$ cat src/rtl/end_screen_ctrl_if.sv
// End-of-game overlay sequencer bus: frame/event inputs and overlay/control outputs.
// master = game side driving events, slave = end_screen_ctrl.
interface end_screen_ctrl_if;
    logic       vsync_in;
    logic       collision;
    logic       win;
    logic       key_restart;
    logic       game_over;
    logic       victory;
    logic       game_freeze;
    logic       restart;
    logic [1:0] state_out;

    modport master (
        output vsync_in, collision, win, key_restart,
        input  game_over, victory, game_freeze, restart, state_out
    );

    modport slave (
        input  vsync_in, collision, win, key_restart,
        output game_over, victory, game_freeze, restart, state_out
    );
endinterface

$ cat src/rtl/end_screen_ctrl.sv
// End-of-game overlay sequencer: PLAY -> FREEZE -> SHOW -> RESTART, timed in vsync frames.
// Optional BLINK_EN: overlay flags blink with period BLINK_FRAMES during SHOW.
module end_screen_ctrl #(
    parameter int FREEZE_FRAMES   = 30,
    parameter int MIN_SHOW_FRAMES = 60,
    parameter int BLINK_FRAMES    = 32,
    parameter int CNT_W           = 8
) (
    input logic             pclk,
    input logic             rst_n,
    end_screen_ctrl_if.slave bus
);

    typedef enum logic [1:0] {
        PLAY    = 2'd0,
        FREEZE  = 2'd1,
        SHOW    = 2'd2,
        RESTART = 2'd3
    } state_t;

    localparam logic [CNT_W-1:0] FRZ_LAST = CNT_W'(FREEZE_FRAMES - 1);
    localparam logic [CNT_W-1:0] SHOW_MIN = CNT_W'(MIN_SHOW_FRAMES);

    state_t           state;
    logic             res_win;
    logic [CNT_W-1:0] frame_cnt;
    logic             vsync_q;
    logic             key_q;
    logic             go_q;
    logic             vic_q;
    logic             frz_q;
    logic             rst_q;
    logic             tick;
    logic             key_edge;
    logic             show_on;

    assign tick     = bus.vsync_in & ~vsync_q;
    assign key_edge = bus.key_restart & ~key_q;

`ifdef BLINK_EN
    localparam logic [CNT_W-1:0] BLK_LAST = CNT_W'(BLINK_FRAMES - 1);
    localparam logic [CNT_W-1:0] BLK_HALF = CNT_W'(BLINK_FRAMES / 2);

    logic [CNT_W-1:0] blink_cnt;
    logic [CNT_W-1:0] blink_nxt;

    // Next blink phase; flags follow the phase being entered on a tick
    always_comb begin
        blink_nxt = (blink_cnt == BLK_LAST) ? '0 : blink_cnt + 1'b1;
        show_on   = (blink_nxt < BLK_HALF);
    end
`else
    assign show_on = 1'b1;
`endif

    // Sequencer FSM; outputs registered from the state being entered
    always_ff @(posedge pclk or negedge rst_n) begin
        if (!rst_n) begin
            state     <= PLAY;
            res_win   <= 1'b0;
            frame_cnt <= '0;
            vsync_q   <= 1'b0;
            key_q     <= 1'b0;
            go_q      <= 1'b0;
            vic_q     <= 1'b0;
            frz_q     <= 1'b0;
            rst_q     <= 1'b0;
`ifdef BLINK_EN
            blink_cnt <= '0;
`endif
        end else begin
            vsync_q <= bus.vsync_in;
            key_q   <= bus.key_restart;
            rst_q   <= 1'b0;
            unique case (state)
                PLAY: begin
                    if (bus.collision || bus.win) begin
                        state     <= FREEZE;
                        res_win   <= ~bus.collision;
                        frame_cnt <= '0;
                        frz_q     <= 1'b1;
                    end
                end
                FREEZE: begin
                    if (tick) begin
                        if (frame_cnt == FRZ_LAST) begin
                            state     <= SHOW;
                            frame_cnt <= '0;
                            go_q      <= ~res_win;
                            vic_q     <= res_win;
`ifdef BLINK_EN
                            blink_cnt <= '0;
`endif
                        end else begin
                            frame_cnt <= frame_cnt + 1'b1;
                        end
                    end
                end
                SHOW: begin
                    if (key_edge && frame_cnt == SHOW_MIN) begin
                        state <= RESTART;
                        rst_q <= 1'b1;
                        go_q  <= 1'b0;
                        vic_q <= 1'b0;
                    end else if (tick) begin
                        if (frame_cnt < SHOW_MIN) begin
                            frame_cnt <= frame_cnt + 1'b1;
                        end
                        go_q  <= ~res_win & show_on;
                        vic_q <= res_win & show_on;
`ifdef BLINK_EN
                        blink_cnt <= blink_nxt;
`endif
                    end
                end
                RESTART: begin
                    state <= PLAY;
                    frz_q <= 1'b0;
                    go_q  <= 1'b0;
                    vic_q <= 1'b0;
                end
            endcase
        end
    end

    assign bus.game_over   = go_q;
    assign bus.victory     = vic_q;
    assign bus.game_freeze = frz_q;
    assign bus.restart     = rst_q;
    assign bus.state_out   = state;

endmodule
$ cat src/flat_wrapper.sv
// flat-port wrapper written by rule: the top's interface ports become plain ports
module end_screen_ctrl_flat 
#(
    parameter int FREEZE_FRAMES   = 30,
    parameter int MIN_SHOW_FRAMES = 60,
    parameter int BLINK_FRAMES    = 32,
    parameter int CNT_W           = 8
)
  (pclk, rst_n, bus_vsync_in, bus_collision, bus_win, bus_key_restart, bus_game_over, bus_victory, bus_game_freeze, bus_restart, bus_state_out);
  end_screen_ctrl_if bus_i ();
  input logic pclk;
  input logic rst_n;
  input wire logic [$bits(bus_i.vsync_in)-1:0] bus_vsync_in;
  input wire logic [$bits(bus_i.collision)-1:0] bus_collision;
  input wire logic [$bits(bus_i.win)-1:0] bus_win;
  input wire logic [$bits(bus_i.key_restart)-1:0] bus_key_restart;
  output wire logic [$bits(bus_i.game_over)-1:0] bus_game_over;
  output wire logic [$bits(bus_i.victory)-1:0] bus_victory;
  output wire logic [$bits(bus_i.game_freeze)-1:0] bus_game_freeze;
  output wire logic [$bits(bus_i.restart)-1:0] bus_restart;
  output wire logic [$bits(bus_i.state_out)-1:0] bus_state_out;
  assign bus_i.vsync_in = bus_vsync_in;
  assign bus_i.collision = bus_collision;
  assign bus_i.win = bus_win;
  assign bus_i.key_restart = bus_key_restart;
  assign bus_game_over = bus_i.game_over;
  assign bus_victory = bus_i.victory;
  assign bus_game_freeze = bus_i.game_freeze;
  assign bus_restart = bus_i.restart;
  assign bus_state_out = bus_i.state_out;
  end_screen_ctrl #(.FREEZE_FRAMES(FREEZE_FRAMES), .MIN_SHOW_FRAMES(MIN_SHOW_FRAMES), .BLINK_FRAMES(BLINK_FRAMES), .CNT_W(CNT_W)) u_core (.pclk(pclk), .rst_n(rst_n), .bus(bus_i));
endmodule
$ cat config.mk
export PLATFORM = sky130hd
export DESIGN_NAME = end_screen_ctrl_flat
export DESIGN_NICKNAME = d
export VERILOG_FILES = /design/src/rtl/end_screen_ctrl_if.sv /design/src/rtl/end_screen_ctrl.sv /design/src/flat_wrapper.sv
export SDC_FILE = /design/constraint.sdc
export NUM_CORES = 1
export LEC_CHECK = 0
export BUFFER_PORTS_ARGS = -buffer_cell sky130_fd_sc_hd__clkbuf_2
export CAP_MARGIN = 5
export CORE_ASPECT_RATIO = 1.75
export CORE_MARGIN = 2
export CORE_UTILIZATION = 45
export DETAILED_ROUTE_END_ITERATION = 10
export PLACE_DENSITY_LB_ADDON = 0.1
export SLEW_MARGIN = 20
export SYNTH_ARGS = -nofsm -noshare
export SYNTH_HDL_FRONTEND = slang
export SYNTH_SLANG_ARGS = --single-unit
$ cat constraint.sdc
create_clock -name pclk -period 2.6 [get_ports pclk]
set_clock_uncertainty 0.2 [all_clocks]
set_input_delay 0.13 -clock pclk [delete_from_list [all_inputs] [get_ports pclk]]
set_output_delay 0.13 -clock pclk [all_outputs]
set_load 0.02 [all_outputs]
* Word level (Yosys, flattened, before mapping) *
Index checks and enable logic that the tools add are counted.

storage, ports and cells
  bits in writable memories = 0
  memories = 0
  flip-flop bits (word level) = 17
  bits in read-only memories = 0
  input port bits = 6
  latch bits = 0
  output and inout bits = 6

operators by class
  equality and inequality tests = 13
  add/sub/neg operators = 1
  $mul = 0
  reductions and logical operators = 11
  muxes and demuxes = 26
  bitwise logic cells = 6
  order comparisons = 1
  divide/modulo/power cells = 0
  shifts and indexed selects = 0

operators by type and width
  cell                                                                     number
  8-bit two-way mux                                                        6
  8-bit one-hot mux with 3 select lines                                    1
  2-bit by 1-bit inequality test with 1-bit output, second input constant  6
  1-bit two-way mux                                                        11
  8-bit by 1-bit adder with 8-bit output, second input constant            1
  8-bit by 5-bit == test with 1-bit output, second input constant          1
  8-bit by 6-bit == test with 1-bit output, second input constant          1
  8-bit by 6-bit < comparator with 1-bit output, second input constant     1
  2-bit two-way mux                                                        4
  2-bit one-hot mux with 4 select lines                                    1
  4-bit AND reduction                                                      2
  1-bit one-hot mux with 3 select lines                                    2
  6-bit AND reduction                                                      1
  3-bit nonzero test                                                       2
  2-bit == test, second input constant                                     2
  1-bit NOT                                                                4
  2-bit AND reduction                                                      2
  3-bit by 1-bit inequality test with 1-bit output, second input constant  1
  1-bit AND                                                                2
  2-bit by 1-bit == test with 1-bit output, second input constant          1
  2-bit zero test                                                          1
  2-bit inequality test, second input constant                             1
  1-bit one-hot mux with 2 select lines                                    1
  2-bit nonzero test                                                       1
  2 further kinds                                                          2

* Depth between registers and ports, before layout *
  depth in word-level cells = 5
  mapped depth = 7
  depth with buffers taken out = 6

* Least setup slack after synthesis *
OpenSTA, ideal clock, no wires.

  kind = flip-flop to flip-flop
  from = register u_core.state[0], in the netlist u_core.bus.state_out[0]
  to = register u_core.frame_cnt[7]
  setup slack = 0.513 ns
  cell stages (with the launch flop) = 7
  arrival = 1.796 ns
  path buffers = 0
  path through = dfrtp_1 -> inv_1 -> ha_1 -> nor3b_1 -> a211oi_2 -> nand3_2 -> o221ai_1

on the way
  cells in the longest elaborated chain, start to end = 3
  elaborated cells between the ends (all ways) = 11
  those cells by class = eq/ne: 7; mux: 1; reduce/logical: 3

RTL lines
  item                                                                                             RTL line                text
  start, declared                                                                                  end_screen_ctrl.sv:24   state_t state;
  start signal, assigned                                                                           end_screen_ctrl.sv:59   state <= PLAY;
  start signal, assigned                                                                           end_screen_ctrl.sv:78   state <= FREEZE;
  start signal, assigned                                                                           end_screen_ctrl.sv:87   state <= SHOW;
  2-bit == test, or another cell as far along                                                      end_screen_ctrl.sv:75   unique case (state)
  2-bit by 1-bit inequality test with 1-bit output (no source line), or another cell as far along  -
  6-bit AND reduction (no source line)                                                             -
  end signal, assigned                                                                             end_screen_ctrl.sv:95   frame_cnt <= frame_cnt + 1'b1;
  end signal, assigned                                                                             end_screen_ctrl.sv:107  frame_cnt <= frame_cnt + 1'b1;
  end, declared                                                                                    end_screen_ctrl.sv:26   logic [CNT_W-1:0] frame_cnt;

Parallel ways exist; a longest one is shown, timed or not.
A chain may end at the register's enable or synchronous reset.

* Worst setup path after layout *
Same ends and word-level chain as after synthesis.

==> impl_metrics.toml <==
[floorplanning]
die_height_um = 67.4
die_w_um = 40.3
core-area_sq_um = 2240
start_util_pct = 46.1
boundaryPins = 12
die_area_sq_um = 2710
core.rowCount = 23

[drt]
firstDrtPassIters = 2
route.vias.total = 813
ant_nets = 0
post-route-drc-count = 0
wl_um = 2160
routedWlPerCell_um = 15.8
via_per_inst = 5.93
drt_iter0_markers = 11

[finish]
layout_common_cells = "17 x dfrtp_1, 11 x clkbuf_2, 7 x inv_1, 7 x ha_1, 6 x nand2b_1"
area_growth_pct = 16.2
fillers = 214
drive_above_1_share_pct = 19.6
stdcell_count = 137
fin_nets = 126
design_area_sq_um = 1200
utilization_pct = 53.6
final_common_cell = "dfrtp_1"
antenna-diode-count = 0

[place]
placed_cell_area_sq_um = 1120
port_buffers = 11
place_hpwl_um = 1700
globalplace.congestion = 0.834
dp.cells = 129
place_ws_ps = 337

[sta]
fmax_ghz = 0.438
slew_headroom_pct = 66.1
fin_setup_tns_ps = 0
hold_ws_ps = 2.93
rsz0062_at_grt = "no"
fin_ws_ps = 316
period_minus_slack_ps = 2280
fin_crit_sh_pct = 87.8
drv_slew = 0
setup-violations-final = 0
tightest_slew_ps = 508
hold_viol_final = 0

[pwr]
seq_power_share_pct = 53.7
p_comb_share_pct = 14.8
total_power_mw = 0.625
switching_power_mw = 0.171
power.internal_mw = 0.454
power_density_nw_per_um2 = 520
ir_drop_uv = 335
power_leakage_nw = 0.516
clockPowerShare_pct = 31.5
p_sw_share_pct = 27.3

[global_route]
antenna_found_initial = 0
grt_pass1_vias = 852
grt_use_total_pct = 19.1
grt_pass1_wl_um = 3590
overflow = 0
grt_max_degree = 18

[setup_path]
cp_max_fo = 11
reg2reg_to = "u_core.frame_cnt[7]"
cp_data_arrival_time_ps = 2250
critical_path.startpoint = "u_core.bus.state_out[0]"
path_class = "reg -> reg"
worst_r2r_startpoint = "u_core.bus.state_out[0]"
cp-start-kind = "flop"
critical_path_required_ps = 2560
endpoint = "u_core.frame_cnt[7]"
rrSetupSlack_ps = 320
r2r_cells = 6
cp-end-kind = "flop"

[synthesis]
synth_nets = 107
synth_cells = 94
yosysUniqueCellTypes = 35
syn_area_per_cell_sq_um = 11.0
syn-cell-area_sq_um = 1030
yosys_register_bits = 17
ys_seq_area_share_pct = 41.1
yosysWarnings = 0

[clock_network]
htreeDepth = 1
clk_latency_ps = 250
clkSinkCount = 17
postCtsSetupBuffers = 0
root_buffer = "clkbuf_8"
cts_buffers = 3
cts.reportedPaths.clkPinSlew_ps = 60
cts_tree = "yes"
clockBufferDepth = 2

[flow_run]
maxCapViolations = 0

[run_status]
run_status = "finished, final reports clean"

[worst_hold_path]
hold_start = "bus_win"
worstHoldPathType = "in -> reg"
cell usage after synthesis:
cell | instances | share of area [%]
nor3b_1 | 1 | 0.73
nor3_1 | 2 | 0.97
nand2b_1 | 6 | 3.6
a21oi_1 | 4 | 1.9
nand4b_1 | 1 | 0.85
nand3_1 | 1 | 0.48
nor2b_1 | 1 | 0.60
ha_1 | 7 | 8.5
nor4b_1 | 1 | 0.85
dfrtp_1 | 17 | 41
o21ai_0 | 2 | 0.97
nand4_1 | 2 | 1.2
o21ai_4 | 1 | 1.6
o211ai_1 | 5 | 3.6
a211oi_1 | 2 | 1.5
o2bb2ai_1 | 5 | 4.2
nand2_1 | 2 | 0.73
and3_1 | 3 | 1.8
o21ai_2 | 1 | 0.85
a211oi_2 | 1 | 1.2
a32oi_1 | 1 | 0.85
and2_1 | 3 | 1.8
clkbuf_1 | 1 | 0.36
nor2_1 | 2 | 0.73
nand3_2 | 1 | 0.97
o41ai_4 | 1 | 2.7
and4_1 | 1 | 0.85
o21a_1 | 3 | 2.2
o211ai_2 | 2 | 2.4
a311o_1 | 1 | 0.97
inv_1 | 7 | 2.5
or4b_4 | 1 | 1.3
mux2i_1 | 1 | 0.97
o221ai_1 | 1 | 0.85
mux2_1 | 3 | 3.3
critical path, stage by stage (launching register included):
cell      delay, ps
dfrtp_1         410
inv_1           120
ha_1            410
nor3_1          130
a211oi_2        430
nand3_2         270
o221ai_1        230
routing by layer:
metal / global-route usage (%) / wire, um / vias up
met1: 18.4 / 792 / 401
li1: - / - / 393
met5: 0 / 0 / -
met3: 2.30 / 42 / 7
met2: 36.3 / 1270 / 12
met4: 9.58 / 56 / 0
registers in the layout (all words and copies together) (netlist names):
signal,cells
u_core.bus.game_freeze,1
u_core.bus.game_over,1
u_core.bus.restart,1
u_core.bus.state_out,2
u_core.bus.victory,1
u_core.frame_cnt,8
u_core.key_q,1
u_core.res_win,1
u_core.vsync_q,1
cell families (layout without fill, tap and decap cells):
kind of cell / after synthesis / after routing / synth area share [%]
simple gates: 28 / 28 / 17.5
buf+inv: 8 / 26 / 2.90
flops: 17 / 17 / 41.1
compound gates: 30 / 30 / 25.8
fa+ha+maj: 7 / 7 / 8.46
mux: 4 / 4 / 4.23
repair_timing:
item                                    in CTS  in global routing
hold endpoints to repair                    20                  0
endpoints found under the setup margin       0                  0
hold buffers                                 4                  0
resized for setup                            0                  0
area by class of cell:
cell class                      instances  area, sq um  area share (%)
Inverter                                7         26.3            2.19
Tap cell                               25         31.3            2.60
Sequential cell                        17          425            35.4
Timing Repair Buffer                   15         95.1            7.91
Multi-Input combinational cell         69          579            48.2
Clock buffer                            4         45.0            3.75
power by group through the flow:
stage / clock [mW] / combinational [mW] / sequential, mW
floorplan: 0 / 0.0674 / 0.328
CTS: 0.204 / 0.0944 / 0.334
global placement: 0 / 0.0882 / 0.339
detailed placement: 0 / 0.0895 / 0.339
finish: 0.197 / 0.0926 / 0.335
global route: 0.212 / 0.107 / 0.342
worst min path at each step:
stage	end	slack [ps]	cells past startpoint
floorplan	u_core.bus.game_freeze	-370	0
global placement	u_core.bus.restart	-120	1
detailed placement	u_core.bus.game_over	-110	1
CTS	u_core.res_win	4	3
global route	u_core.res_win	30	3
finish	u_core.res_win	3	3
No activity file was read; power rests on OpenSTA's default activity.
